### src/rtl/msrv32_machine_control.sv
// ----------------------------------------------------------------------------
// msrv32_machine_control
//
// Machine-mode trap controller for the msrv32 core. Watches the decoder's
// exception flags, the SYSTEM instruction fields (ECALL / EBREAK / MRET) and
// the enabled/pending machine interrupts, and sequences reset, trap entry and
// trap return with a four-state Moore FSM.
//
// Ports
//   clk_in, rst_in            clock; synchronous active-low reset
//   illegal_instr_in          decoder: illegal instruction
//   misaligned_load_in        decoder: misaligned load address
//   misaligned_store_in       decoder: misaligned store address
//   misaligned_instr_in       target PC not word aligned
//   opcode_6_to_2_in, funct3_in, funct7_in,
//   rs1_addr_in, rs2_addr_in, rd_addr_in
//                             instruction fields for SYSTEM decode
//   mie_in                    mstatus.MIE (global interrupt enable)
//   meie_in/mtie_in/msie_in   mie.MEIE/MTIE/MSIE
//   meip_in/mtip_in/msip_in   mip.MEIP/MTIP/MSIP
//   pc_src_out                00 boot, 01 mepc, 10 trap vector, 11 next PC
//   flush_out                 kill the instruction in flight
//   trap_taken_out            to decoder trap_taken_in
//   i_or_e_out, cause_out     mcause[31] and mcause[3:0]
//   set_cause_out             write mcause
//   set_epc_out               write mepc with current PC
//   mie_clear_out             MPIE <= MIE, MIE <= 0
//   mie_set_out               MIE <= MPIE
//   instret_inc_out           minstret increment
//
// Handshake: there is no valid/ready flow here. Every strobe output is a
// single-cycle pulse asserted for exactly the one cycle the FSM spends in the
// corresponding state; consumers act on it at the next rising edge.
// ----------------------------------------------------------------------------
module msrv32_machine_control (
   input  logic       clk_in,
   input  logic       rst_in,
   input  logic       illegal_instr_in,
   input  logic       misaligned_load_in,
   input  logic       misaligned_store_in,
   input  logic       misaligned_instr_in,
   input  logic [4:0] opcode_6_to_2_in,
   input  logic [2:0] funct3_in,
   input  logic [6:0] funct7_in,
   input  logic [4:0] rs1_addr_in,
   input  logic [4:0] rs2_addr_in,
   input  logic [4:0] rd_addr_in,
   input  logic       mie_in,
   input  logic       meie_in,
   input  logic       mtie_in,
   input  logic       msie_in,
   input  logic       meip_in,
   input  logic       mtip_in,
   input  logic       msip_in,
   output logic [1:0] pc_src_out,
   output logic       flush_out,
   output logic       trap_taken_out,
   output logic       i_or_e_out,
   output logic [3:0] cause_out,
   output logic       set_cause_out,
   output logic       set_epc_out,
   output logic       mie_clear_out,
   output logic       mie_set_out,
   output logic       instret_inc_out
);

   typedef enum logic [1:0] {
      RESET       = 2'b00,
      OPERATING   = 2'b01,
      TRAP_TAKEN  = 2'b10,
      TRAP_RETURN = 2'b11
   } state_t;

   // Current state is kept in a plainly named signal so checkers can bind to it.
   state_t state;
   state_t next_state;

   logic       sys;
   logic       ecall;
   logic       ebreak;
   logic       mret;
   logic       mei;
   logic       msi;
   logic       mti;
   logic       irq;
   logic       exc;
   logic       trap_req;
   logic       next_i_or_e;
   logic [3:0] next_cause;

   // SYSTEM / PRIV encodings. WFI and other funct3=000 forms fall through
   // every decode below and behave as a NOP.
   assign sys    = (opcode_6_to_2_in == 5'b11100) && (funct3_in == 3'b000) &&
                   (rs1_addr_in == 5'd0) && (rd_addr_in == 5'd0);
   assign ecall  = sys && (funct7_in == 7'b0000000) && (rs2_addr_in == 5'd0);
   assign ebreak = sys && (funct7_in == 7'b0000000) && (rs2_addr_in == 5'd1);
   assign mret   = sys && (funct7_in == 7'b0011000) && (rs2_addr_in == 5'd2);

   // Interrupt sources already qualified by their enables and global MIE.
   assign mei = mie_in & meie_in & meip_in;
   assign msi = mie_in & msie_in & msip_in;
   assign mti = mie_in & mtie_in & mtip_in;
   assign irq = mei | msi | mti;

   assign exc = illegal_instr_in | misaligned_instr_in | misaligned_load_in |
                misaligned_store_in | ecall | ebreak;

   assign trap_req = irq | exc;

   // Cause selection: interrupts first, then exceptions in fixed priority.
   always_comb begin
      next_i_or_e = 1'b0;
      next_cause  = 4'd0;
      if (mei) begin
         next_i_or_e = 1'b1;
         next_cause  = 4'd11;
      end else if (msi) begin
         next_i_or_e = 1'b1;
         next_cause  = 4'd3;
      end else if (mti) begin
         next_i_or_e = 1'b1;
         next_cause  = 4'd7;
      end else if (misaligned_instr_in) begin
         next_cause  = 4'd0;
      end else if (illegal_instr_in) begin
         next_cause  = 4'd2;
      end else if (ebreak) begin
         next_cause  = 4'd3;
      end else if (ecall) begin
         next_cause  = 4'd11;
      end else if (misaligned_load_in) begin
         next_cause  = 4'd4;
      end else if (misaligned_store_in) begin
         next_cause  = 4'd6;
      end
   end

   // Next-state logic. Inputs only matter while OPERATING; a trap request
   // always beats a simultaneous MRET.
   always_comb begin
      next_state = state;
      case (state)
         RESET:       next_state = OPERATING;
         OPERATING: begin
            if (trap_req) begin
               next_state = TRAP_TAKEN;
            end else if (mret) begin
               next_state = TRAP_RETURN;
            end
         end
         TRAP_TAKEN:  next_state = OPERATING;
         TRAP_RETURN: next_state = OPERATING;
         default:     next_state = RESET;
      endcase
   end

   // State and mcause register. Cause is captured only on trap entry.
   always_ff @(posedge clk_in) begin
      if (!rst_in) begin
         state      <= RESET;
         i_or_e_out <= 1'b0;
         cause_out  <= 4'd0;
      end else begin
         state <= next_state;
         if ((state == OPERATING) && trap_req) begin
            i_or_e_out <= next_i_or_e;
            cause_out  <= next_cause;
         end
      end
   end

   // Moore outputs; instret_inc additionally needs the current trap request
   // so that a trapping instruction is not counted as retired.
   always_comb begin
      pc_src_out      = 2'b11;
      flush_out       = 1'b0;
      trap_taken_out  = 1'b0;
      set_cause_out   = 1'b0;
      set_epc_out     = 1'b0;
      mie_clear_out   = 1'b0;
      mie_set_out     = 1'b0;
      instret_inc_out = 1'b0;
      case (state)
         RESET: begin
            pc_src_out = 2'b00;
            flush_out  = 1'b1;
         end
         OPERATING: begin
            pc_src_out      = 2'b11;
            instret_inc_out = ~trap_req;
         end
         TRAP_TAKEN: begin
            pc_src_out     = 2'b10;
            flush_out      = 1'b1;
            trap_taken_out = 1'b1;
            set_cause_out  = 1'b1;
            set_epc_out    = 1'b1;
            mie_clear_out  = 1'b1;
         end
         TRAP_RETURN: begin
            pc_src_out  = 2'b01;
            flush_out   = 1'b1;
            mie_set_out = 1'b1;
         end
         default: begin
            pc_src_out = 2'b00;
            flush_out  = 1'b1;
         end
      endcase
   end

endmodule

### config.mk
export PLATFORM = sky130hd
export DESIGN_NAME = msrv32_machine_control
export DESIGN_NICKNAME = d
export VERILOG_FILES = /design/src/rtl/msrv32_machine_control.sv
export SDC_FILE = /design/constraint.sdc
export NUM_CORES = 1
export LEC_CHECK = 0
export BUFFER_PORTS_ARGS = -buffer_cell sky130_fd_sc_hd__buf_2
export CORE_MARGIN = 2
export CORE_UTILIZATION = 37
export CTS_BUF_LIST = sky130_fd_sc_hd__clkbuf_8
export CTS_CLUSTER_DIAMETER = 40
export DETAILED_ROUTE_END_ITERATION = 6
export PLACE_DENSITY = 0.81
export SYNTH_ARGS = -nofsm -noshare
export SYNTH_HDL_FRONTEND = slang
export SYNTH_SLANG_ARGS = --single-unit
### constraint.sdc
create_clock -name clk_in -period 1.7 [get_ports clk_in]
set_input_delay 0 -clock clk_in [delete_from_list [all_inputs] [get_ports clk_in]]
set_output_delay 0 -clock clk_in [all_outputs]
set_load 0.01 [all_outputs]
==> summary.txt, run 1 <==
Status -> completed
Max IR drop VDD -> 0.0005798 V
Period minus WS final -> 1.359 ns
Top post-synthesis cells by area -> dfxtp_1 (23%), ha_1 (8.4%), nor4_4 (7.1%)
Lkg Pwr -> 0.4720 nW
#FFs+latches synth -> 7
Max stage delay on crit path -> 0.33 ns
I/O pins -> 57
Peak Freq -> 735.8 MHz
Largest net degree at the start of global routing -> 9
Critical Path Stages -> 5
Drc violations -> 0
Via density -> 5.104
Post-DP HPWL -> 1.388 mm
First-pass GRT wire length -> 2.511 mm
Worst setup startpoint -> state[1]$_SDFFE_PN0P_
Mean area per synthesized cell -> 8.289 sq um
P per Cell Area -> 618.7 nW/um^2
Unrepaired setup endpoints after global routing -> no
Commonest non-fill, non-tap cells in the layout -> buf_2 (56), inv_1 (7), nor2_1 (7), dfxtp_1 (7), nor3_1 (5)
Initial Util -> 39.62%
Int Pwr -> 0.4126 mW
Endpoints failing setup -> 0
Port bufs -> 56
Post-CTS Setup Inserts -> 0
Crit-path cells -> inv_1 -> ha_1 -> inv_1 -> nor2_1 -> buf_2
Post-synthesis xor/xnor area fraction -> 0%
TritonCTS clock tree -> done
N_diodes -> 0
Multiplexer share of the synthesized area -> 0%
Crit path capture -> instret_inc_out
Fillers -> 148
Worst-path maximum fanout -> 8
Post-synth top area cell -> dfxtp_1
Final setup TNS -> 0 ns
Commonest non-fill, non-tap cell in the layout -> buf_2
Max_cap viols -> 0
Top cell type's share of synthesized area -> 23.48%
Clk_skew -> 0.0005692 ns
Final period util -> 79.95%
Post-Synth Simple-Gate Area -> 35.43%
Synth Area in Compound Gates -> 24.32%
Endpoint type of the worst setup path -> primary output
Worst Path Arrival -> 1.36 ns
YS warnings -> 0
Type of origin of the critical path -> flip-flop
WS Path Type -> flip-flop to primary output
Clock sink count -> 7
Via count -> 735
Mapped cell area -> 596.8 sq um
Number of global-route vias before repair -> 675
Sw frac -> 27.10%
Final hold vios -> 0
Reg-to-reg slack, setup -> 0.43 ns
Antenna violations before repair -> 0
Initial drt markers -> 9
Clk network pwr share -> 38.8%
Clk_lat worst skew -> 0.22 ns
Switching pwr -> 0.1533 mW
Hold Path Class -> input port to flip-flop
Gr usage total -> 16.93%
Cts bufs inserted -> 3
Combinational power share -> 28.3%
Post-Layout Inst Area -> 914.6 sq um
Clock tree buffer depth -> 2
Site row count -> 14
Total grt overflow -> 0
Post-Syn Instances -> 72
Slew @ Worst Pin -> 0.3007 ns
Area grow syn2layout -> 53.25%
Flop pwr share -> 32.9%
CP max stage cell -> dfxtp_1
Nets -> 176
Chip width -> 44.16 um
Largest family of logic cells by synthesized area -> simple AND/OR/NAND/NOR gates
CTS clk-pin slew, worst paths -> 0.04 ns
Post-Synth Adder-Cell Area -> 8.386%
CP delay by family, top -> buffers and inverters
Share of layout cells above drive strength 1 -> 51.56%
R2R Path End -> cause_out[3]$_SDFFE_PN0P_
Most Frequent Cell on Critical Path -> inv_1
Register area share after synthesis -> 23.48%
Post-synth net total -> 119
CTS H-tree depth -> 1
Post-CTS Hold Fix Bufs -> 0
GPL Wtd Cong -> 0.8510
Die height -> 44.16 um
Reg2reg start -> state[1]$_SDFFE_PN0P_
Number of routed nets with antenna violations -> 0
Worst reg-to-reg path cell count -> 4
Core Area -> 1506 sq um
Cell variety after synth -> 32
Relative slew slack -> 79.80%
Overall power -> 0.5659 mW
Placed Area -> 869.6 sq um
CTS root buffer -> clkbuf_8
DR pass1 iterations -> 4
Resized Gates After CTS -> 0
Slew Limit Fails -> 0
Total wire length -> 1.586 mm
DIE AREA -> 1950 sq um
Drt wl/cell -> 11.01 um
Crit path required time -> 1.70 ns
Worst path bufs/invs -> 3
==> worst min path at each step <==
stage / start / end / slack [ns] / depth (start not counted)
floorplan: rst_in / i_or_e_out$_SDFFE_PN0P_ / 0.16 / 2
global route: rst_in / i_or_e_out$_SDFFE_PN0P_ / 0.09 / 3
detailed placement: rst_in / i_or_e_out$_SDFFE_PN0P_ / 0.31 / 3
finish: rst_in / i_or_e_out$_SDFFE_PN0P_ / 0.09 / 3
global placement: rst_in / cause_out[0]$_SDFFE_PN0P_ / 0.31 / 3
CTS: rst_in / i_or_e_out$_SDFFE_PN0P_ / 0.08 / 3
==> cells by family after synthesis <==
kind of cell | after synthesis
buffers and inverters | 10
adders and majority gates | 4
and+or+nand+nor | 31
AOI/OAI and AO/OA | 20
DFF | 7
==> synth_stat cells <==
cell / number
a21boi_0: 1
a21oi_1: 4
a22oi_1: 1
a311oi_1: 2
a31oi_1: 2
a41o_1: 1
and2_4: 1
buf_2: 1
buf_4: 3
dfxtp_1: 7
ha_1: 4
inv_1: 6
nand2_1: 3
nand3_1: 4
nand4_1: 1
nand4_2: 1
nand4b_1: 1
nor2_1: 7
nor2_2: 1
nor2b_1: 1
nor3_1: 5
nor4_1: 1
nor4_2: 1
nor4_4: 2
nor4b_1: 1
nor4bb_1: 1
o211ai_1: 2
o21ai_0: 3
o21bai_1: 1
o21bai_4: 1
o22ai_1: 1
o31ai_1: 1
==> metal layers <==
metal  GRT usage, %  routed length (um)
met3          6.122                 158
met1          18.41                 629
met4          7.273                  23
met5              0                   0
met2          29.41                 775
==> metrics by stage <==
step / instances / util, % / hold slack, ns / worst slack [ns]
CTS: 144 / 60.71 / 0.08414 / 0.3693
global placement: 140 / 57.72 / 0.3129 / 0.3612
detailed placement: 140 / 57.72 / 0.3135 / 0.3119
floorplan: 72 / - / 0.1583 / 0.5283
global route: 144 / 60.71 / 0.08977 / 0.2590
finish: 144 / 60.71 / 0.08588 / 0.3409
==> worst reg2reg max path: stages (launching register included) <==
cell and delay, ns:
dfxtp_1 0.37, inv_1 0.08, ha_1 0.28, and2_4 0.19, a311oi_1 0.26
==> flip-flops by register name, summed over array words and instances (netlist names) <==
name and count:
cause_out 4, i_or_e_out 1, state 2
==> layout make-up <==
| type | instances | area, sq um | area share (%) |
|---|---|---|---|
| multi-input combinational | 55 | 406.6 | 44.46 |
| timing repair buffer | 56 | 280.3 | 30.64 |
| inverter | 6 | 22.52 | 2.462 |
| clock inverter | 1 | 3.754 | 0.4104 |
| tap | 16 | 20.02 | 2.189 |
| sequential | 7 | 140.1 | 15.32 |
| clock buffer | 3 | 41.29 | 4.514 |
==> power groups by stage <==
stage | logic [mW] | registers [mW] | clock network (mW)
final | 0.160 | 0.186 | 0.220
after global routing | 0.177 | 0.187 | 0.242
after CTS | 0.161 | 0.186 | 0.225
after detailed placement | 0.160 | 0.188 | 0
after global placement | 0.156 | 0.188 | 0
after floorplan | 0.0733 | 0.191 | 0
No activity file was read; power rests on OpenSTA's default activity.
==> run 2, diff against run 1 <==
Settings changed: CORE_UTILIZATION 37 to 33, PLACE_DENSITY 0.81 to 0.77.
Clock period 1.7 ns to 1.1 ns, I/O delays scaled along.
==> summary.txt, run 2 (synthesized netlist as in run 1, its figures left out) <==
Most Frequent Cell on Critical Path -> buf_2
Max_cap viols -> 0
Initial Util -> 34.95%
Drt wl/cell -> 12.83 um
N_diodes -> 0
Port bufs -> 56
Number of routed nets with antenna violations -> 0
Drc violations -> 0
R2R Path End -> cause_out[2]$_SDFFE_PN0P_
Antenna violations before repair -> 0
Max IR drop VDD -> 0.0006180 V
Via count -> 851
DR pass1 iterations -> 4
DIE AREA -> 2165 sq um
WS Path Type -> input port to primary output
Clk_lat worst skew -> 0.23 ns
GPL Wtd Cong -> 0.8196
Final period util -> 104.3%
Initial drt markers -> 5
Die height -> 46.53 um
CP max stage cell -> nor4bb_1
Crit path required time -> 1.10 ns
Clk_skew -> 0.001606 ns
Hold Path Class -> input port to flip-flop
CTS clk-pin slew, worst paths -> 0.04 ns
Worst-path maximum fanout -> 3
Multi-input combinational cell area -> 500.5 sq um
Clock tree buffer depth -> 2
Endpoints failing setup -> 8
Worst setup startpoint -> opcode_6_to_2_in[1]
CTS H-tree depth -> 1
Relative slew slack -> 82.30%
Peak Freq -> 871.5 MHz
Post-CTS Hold Fix Bufs -> 0
Largest net degree at the start of global routing -> 7
Fillers -> 140
Number of global-route vias before repair -> 817
Worst Path Arrival -> 1.15 ns
Crit-path cells -> buf_2 -> nor4bb_1 -> nand4_1 -> buf_4 -> o21bai_4 -> buf_6 -> nor2_1 -> buf_2
Gr usage total -> 21.42%
Final setup margin -> -0.04746 ns
Reg-to-reg slack, setup -> -0.02 ns
Biggest regs -> cause_out: 4 flops, state: 2 flops, i_or_e_out: 1 flops
Type of origin of the critical path -> input port
Commonest non-fill, non-tap cell in the layout -> buf_2
Slew @ Worst Pin -> 0.2620 ns
Max reg flops -> 4
Endpoint type of the worst setup path -> primary output
Site row count -> 15
P per Cell Area -> 825.1 nW/um^2
Chip width -> 46.53 um
First-pass GRT wire length -> 3.229 mm
Overall power -> 0.9962 mW
Nets -> 196
FF+latch area -> 142.6 sq um
Commonest non-fill, non-tap cells in the layout -> buf_2 (54), buf_4 (14), buf_6 (8), nor2_1 (7), dfxtp_1 (5)
Reg2reg start -> state[1]$_SDFFE_PN0P_
Total grt overflow -> 0
Lkg Pwr -> 0.6018 nW
Total wire length -> 2.220 mm
Cts bufs inserted -> 3
Slew Limit Fails -> 0
CTS root buffer -> clkbuf_8
Final hold vios -> 0
Post-DP HPWL -> 1.539 mm
Clock sink count -> 7
Pre-CTS setup slack -> -0.2377 ns
Unrepaired setup endpoints after global routing -> yes
Period minus WS final -> 1.147 ns
Register name with the most flops -> cause_out
Status -> complete, but fails checks
Share of layout cells above drive strength 1 -> 68.24%
Via density -> 4.919
Worst reg-to-reg path cell count -> 5
Crit path capture -> instret_inc_out
Max stage delay on crit path -> 0.29 ns
TritonCTS clock tree -> done
Core Area -> 1708 sq um
Area grow syn2layout -> 102.3%
Final setup TNS -> -0.2166 ns
I/O pins -> 57
Failing checks -> setup timing
[run 2: changes by cell type in the layout (fill, tap and decap cells not counted), moves of 2 or more]
cell	delta
buf_2	-2
buf_4	+14
buf_6	+8
dfxtp_1	-2
dfxtp_2	+2
ha_1	-3
ha_4	+2
inv_1	-3
inv_2	+3
nor3_1	-2
nor4_4	+2
[run 2: how the worst min path moves through the flow]
stage | from | end | cells after the start
4_1_cts | rst_in | cause_out[0]$_SDFFE_PN0P_ | 3
3_3_place_gp | rst_in | cause_out[0]$_SDFFE_PN0P_ | 3
5_1_grt | rst_in | i_or_e_out$_SDFFE_PN0P_ | 3
3_5_place_dp | rst_in | i_or_e_out$_SDFFE_PN0P_ | 3
6_report | rst_in | i_or_e_out$_SDFFE_PN0P_ | 3
2_1_floorplan | rst_in | i_or_e_out$_SDFFE_PN0P_ | 2
[run 2: where the power goes]
group          internal [mW]  total (mW)  switching (mW)
logic                  0.187       0.352           0.165
clock network          0.242       0.357           0.115
registers              0.275       0.287          0.0121
[run 2: cell type report]
type                    count  area share, %
multi-input cells          55          41.45
clock buffers               3          3.420
clock inverters             1         0.3109
well taps                  25          2.591
inverters                   6          1.865
repair buffers             76          38.55
flip-flops and latches      7          11.81
[run 2: per-stage QoR]
step,utilization [%],instances,hold WS (ns),instance area (sq um)
after detailed placement,58.32,163,0.3206,996.0
after global placement,58.32,163,0.3115,996.0
after floorplan,-,72,0.1583,613.1
after global routing,70.70,173,0.1153,1207
final,70.70,173,0.08742,1207
after CTS,66.01,172,0.08613,1127
[run 2: critical path, delay by kind of cell]
| kind | cells | cell delay, ns |
|---|---|---|
| AOI/OAI and AO/OA | 1 | 0.17 |
| and+or+nand+nor | 3 | 0.46 |
| buffers and inverters | 4 | 0.51 |
[run 2: repair_timing]
action,4_1_cts,5_1_grt
gates resized for setup,12,14
setup buffers,5,1
pin swaps,11,10
endpoints found under the setup margin,6,14
[run 2: per-layer routing]
layer / track usage (%) / up-vias / part of all wire, %
li1: - / 421 / -
met5: 0 / - / 0
met3: 4.314 / 6 / 7.4
met2: 36.94 / 44 / 52
met4: 14.29 / 0 / 2.6
met1: 23.24 / 380 / 38
==> run 3, diff against run 2 <==
Settings changed: SKIP_CTS_REPAIR_TIMING set to 1.
==> summary.txt, run 3 (synthesized netlist as in run 1, its figures left out) <==
Initial drt markers -> 16
Most Frequent Cell on Critical Path -> buf_6
Register name with the most flops -> cause_out
Overall power -> 1.055 mW
Commonest non-fill, non-tap cell in the layout -> buf_2
Final hold vios -> 0
CP delay by family, top -> simple AND/OR/NAND/NOR gates
Clock tree buffer depth -> 2
Crit path capture -> instret_inc_out
Final setup TNS -> -0.7431 ns
Total wire length -> 2.240 mm
Clk_lat worst skew -> 0.23 ns
Hold Startpoint -> rst_in
Port bufs -> 56
Drc violations -> 0
Biggest regs -> cause_out: 4 flops, state: 2 flops, i_or_e_out: 1 flops
Worst hold stages -> 3
CP max stage cell -> nor4bb_1
Clock sink count -> 7
Slew Limit Fails -> 0
Crit path required time -> 1.10 ns
CTS root buffer -> clkbuf_8
Area grow syn2layout -> 114.0%
Lkg Pwr -> 0.6096 nW
Reg-to-reg slack, setup -> -0.07 ns
Max stage delay on crit path -> 0.35 ns
P per Cell Area -> 826.1 nW/um^2
DR pass1 iterations -> 4
Cts bufs inserted -> 3
Type of origin of the critical path -> input port
Endpoint type of the worst setup path -> primary output
Chip width -> 46.53 um
Hold Path Class -> input port to flip-flop
Critical Path Stages -> 8
Reg2reg start -> state[1]$_SDFFE_PN0P_
Max_cap viols -> 0
DIE AREA -> 2165 sq um
Share of layout cells above drive strength 1 -> 69.59%
Met2 wire len -> 1.167 mm
Total grt overflow -> 0
Max IR drop VDD -> 0.0008169 V
Number of global-route vias before repair -> 732
Status -> complete, but fails checks
Worst Path Arrival -> 1.30 ns
Number of routed nets with antenna violations -> 0
Worst-path maximum fanout -> 7
Die height -> 46.53 um
WS Path Type -> input port to primary output
Via count -> 866
Largest net degree at the start of global routing -> 9
TritonCTS clock tree -> done
Final period util -> 118.0%
Core Area -> 1708 sq um
Relative slew slack -> 77.52%
CTS clk-pin slew, worst paths -> 0.04 ns
Failing checks -> setup timing
Drt wl/cell -> 12.95 um
Worst path bufs/invs -> 4
Unrepaired setup endpoints after global routing -> yes
Post-DP HPWL -> 1.539 mm
Via density -> 5.006
Initial Util -> 34.95%
R2R Path End -> cause_out[1]$_SDFFE_PN0P_
Endpoints failing setup -> 7
Top layer reached by signal wires -> met4
Worst reg-to-reg path cell count -> 5
GPL Wtd Cong -> 0.8196
Gr usage total -> 18.94%
Slew @ Worst Pin -> 0.3327 ns
CTS H-tree depth -> 1
Site row count -> 15
First-pass GRT wire length -> 2.877 mm
Nets -> 196
I/O pins -> 57
M1 wire length -> 848 um
Worst setup startpoint -> opcode_6_to_2_in[0]
Final setup margin -> -0.1982 ns
N_diodes -> 0
Peak Freq -> 770.3 MHz
Period minus WS final -> 1.298 ns
Antenna violations before repair -> 0
Clk_skew -> 0.003561 ns
DR WL met3 -> 186 um
Pre-CTS setup slack -> -0.2377 ns
Max reg flops -> 4
Commonest non-fill, non-tap cells in the layout -> buf_2 (48), buf_4 (14), buf_6 (13), nor2_1 (6), dfxtp_1 (5)
Crit-path cells -> buf_6 -> nor4bb_1 -> nand4_1 -> buf_4 -> o21bai_4 -> buf_6 -> nor2_1 -> buf_2
==> run 3: final cells by class <==
| cell class | count | area, sq um |
|---|---|---|
| clock buffers | 3 | 41.29 |
| inverters | 6 | 25.02 |
| well taps | 25 | 31.28 |
| clock inverters | 1 | 3.754 |
| repair buffers | 76 | 511.7 |
| flip-flops and latches | 7 | 142.6 |
| fillers | 127 | 430.4 |
| multi-input cells | 55 | 521.8 |
==> run 3: worst min-delay path by stage <==
stage,endpoint
floorplan,i_or_e_out$_SDFFE_PN0P_
global placement,cause_out[0]$_SDFFE_PN0P_
detailed placement,i_or_e_out$_SDFFE_PN0P_
CTS,cause_out[0]$_SDFFE_PN0P_
global route,i_or_e_out$_SDFFE_PN0P_
finish,cause_out[0]$_SDFFE_PN0P_
==> run 3: report_power, final <==
part,switching (mW),total (mW),internal (mW)
clock,0.117,0.358,0.242
sequential,0.0121,0.287,0.275
combinational,0.180,0.410,0.230
==> run 3: metal layers <==
metal  vias up  global-route usage (%)
li1        420                       -
met1       388                   22.30
met2        52                   31.39
met3         6                   3.922
met4         0                   10.86
met5         -                       0
==> run 3: per-stage QoR <==
step                util, %  std cells  hold slack, ns  cell area, sq um
global placement      58.32        163          0.3115             996.0
CTS                   60.95        167         0.08614              1041
detailed placement    58.32        163          0.3206             996.0
global route          74.80        173          0.1185              1277
finish                74.80        173         0.09093              1277
floorplan                 -         72          0.1583             613.1
==> run 3: worst register-to-register path: cells and delay by family, from the launching register on <==
family	cells	cell delay, ns
compound gates	1	0.21
buf+inv	2	0.19
flops	1	0.33
fa+ha+maj	1	0.18
simple gates	1	0.17
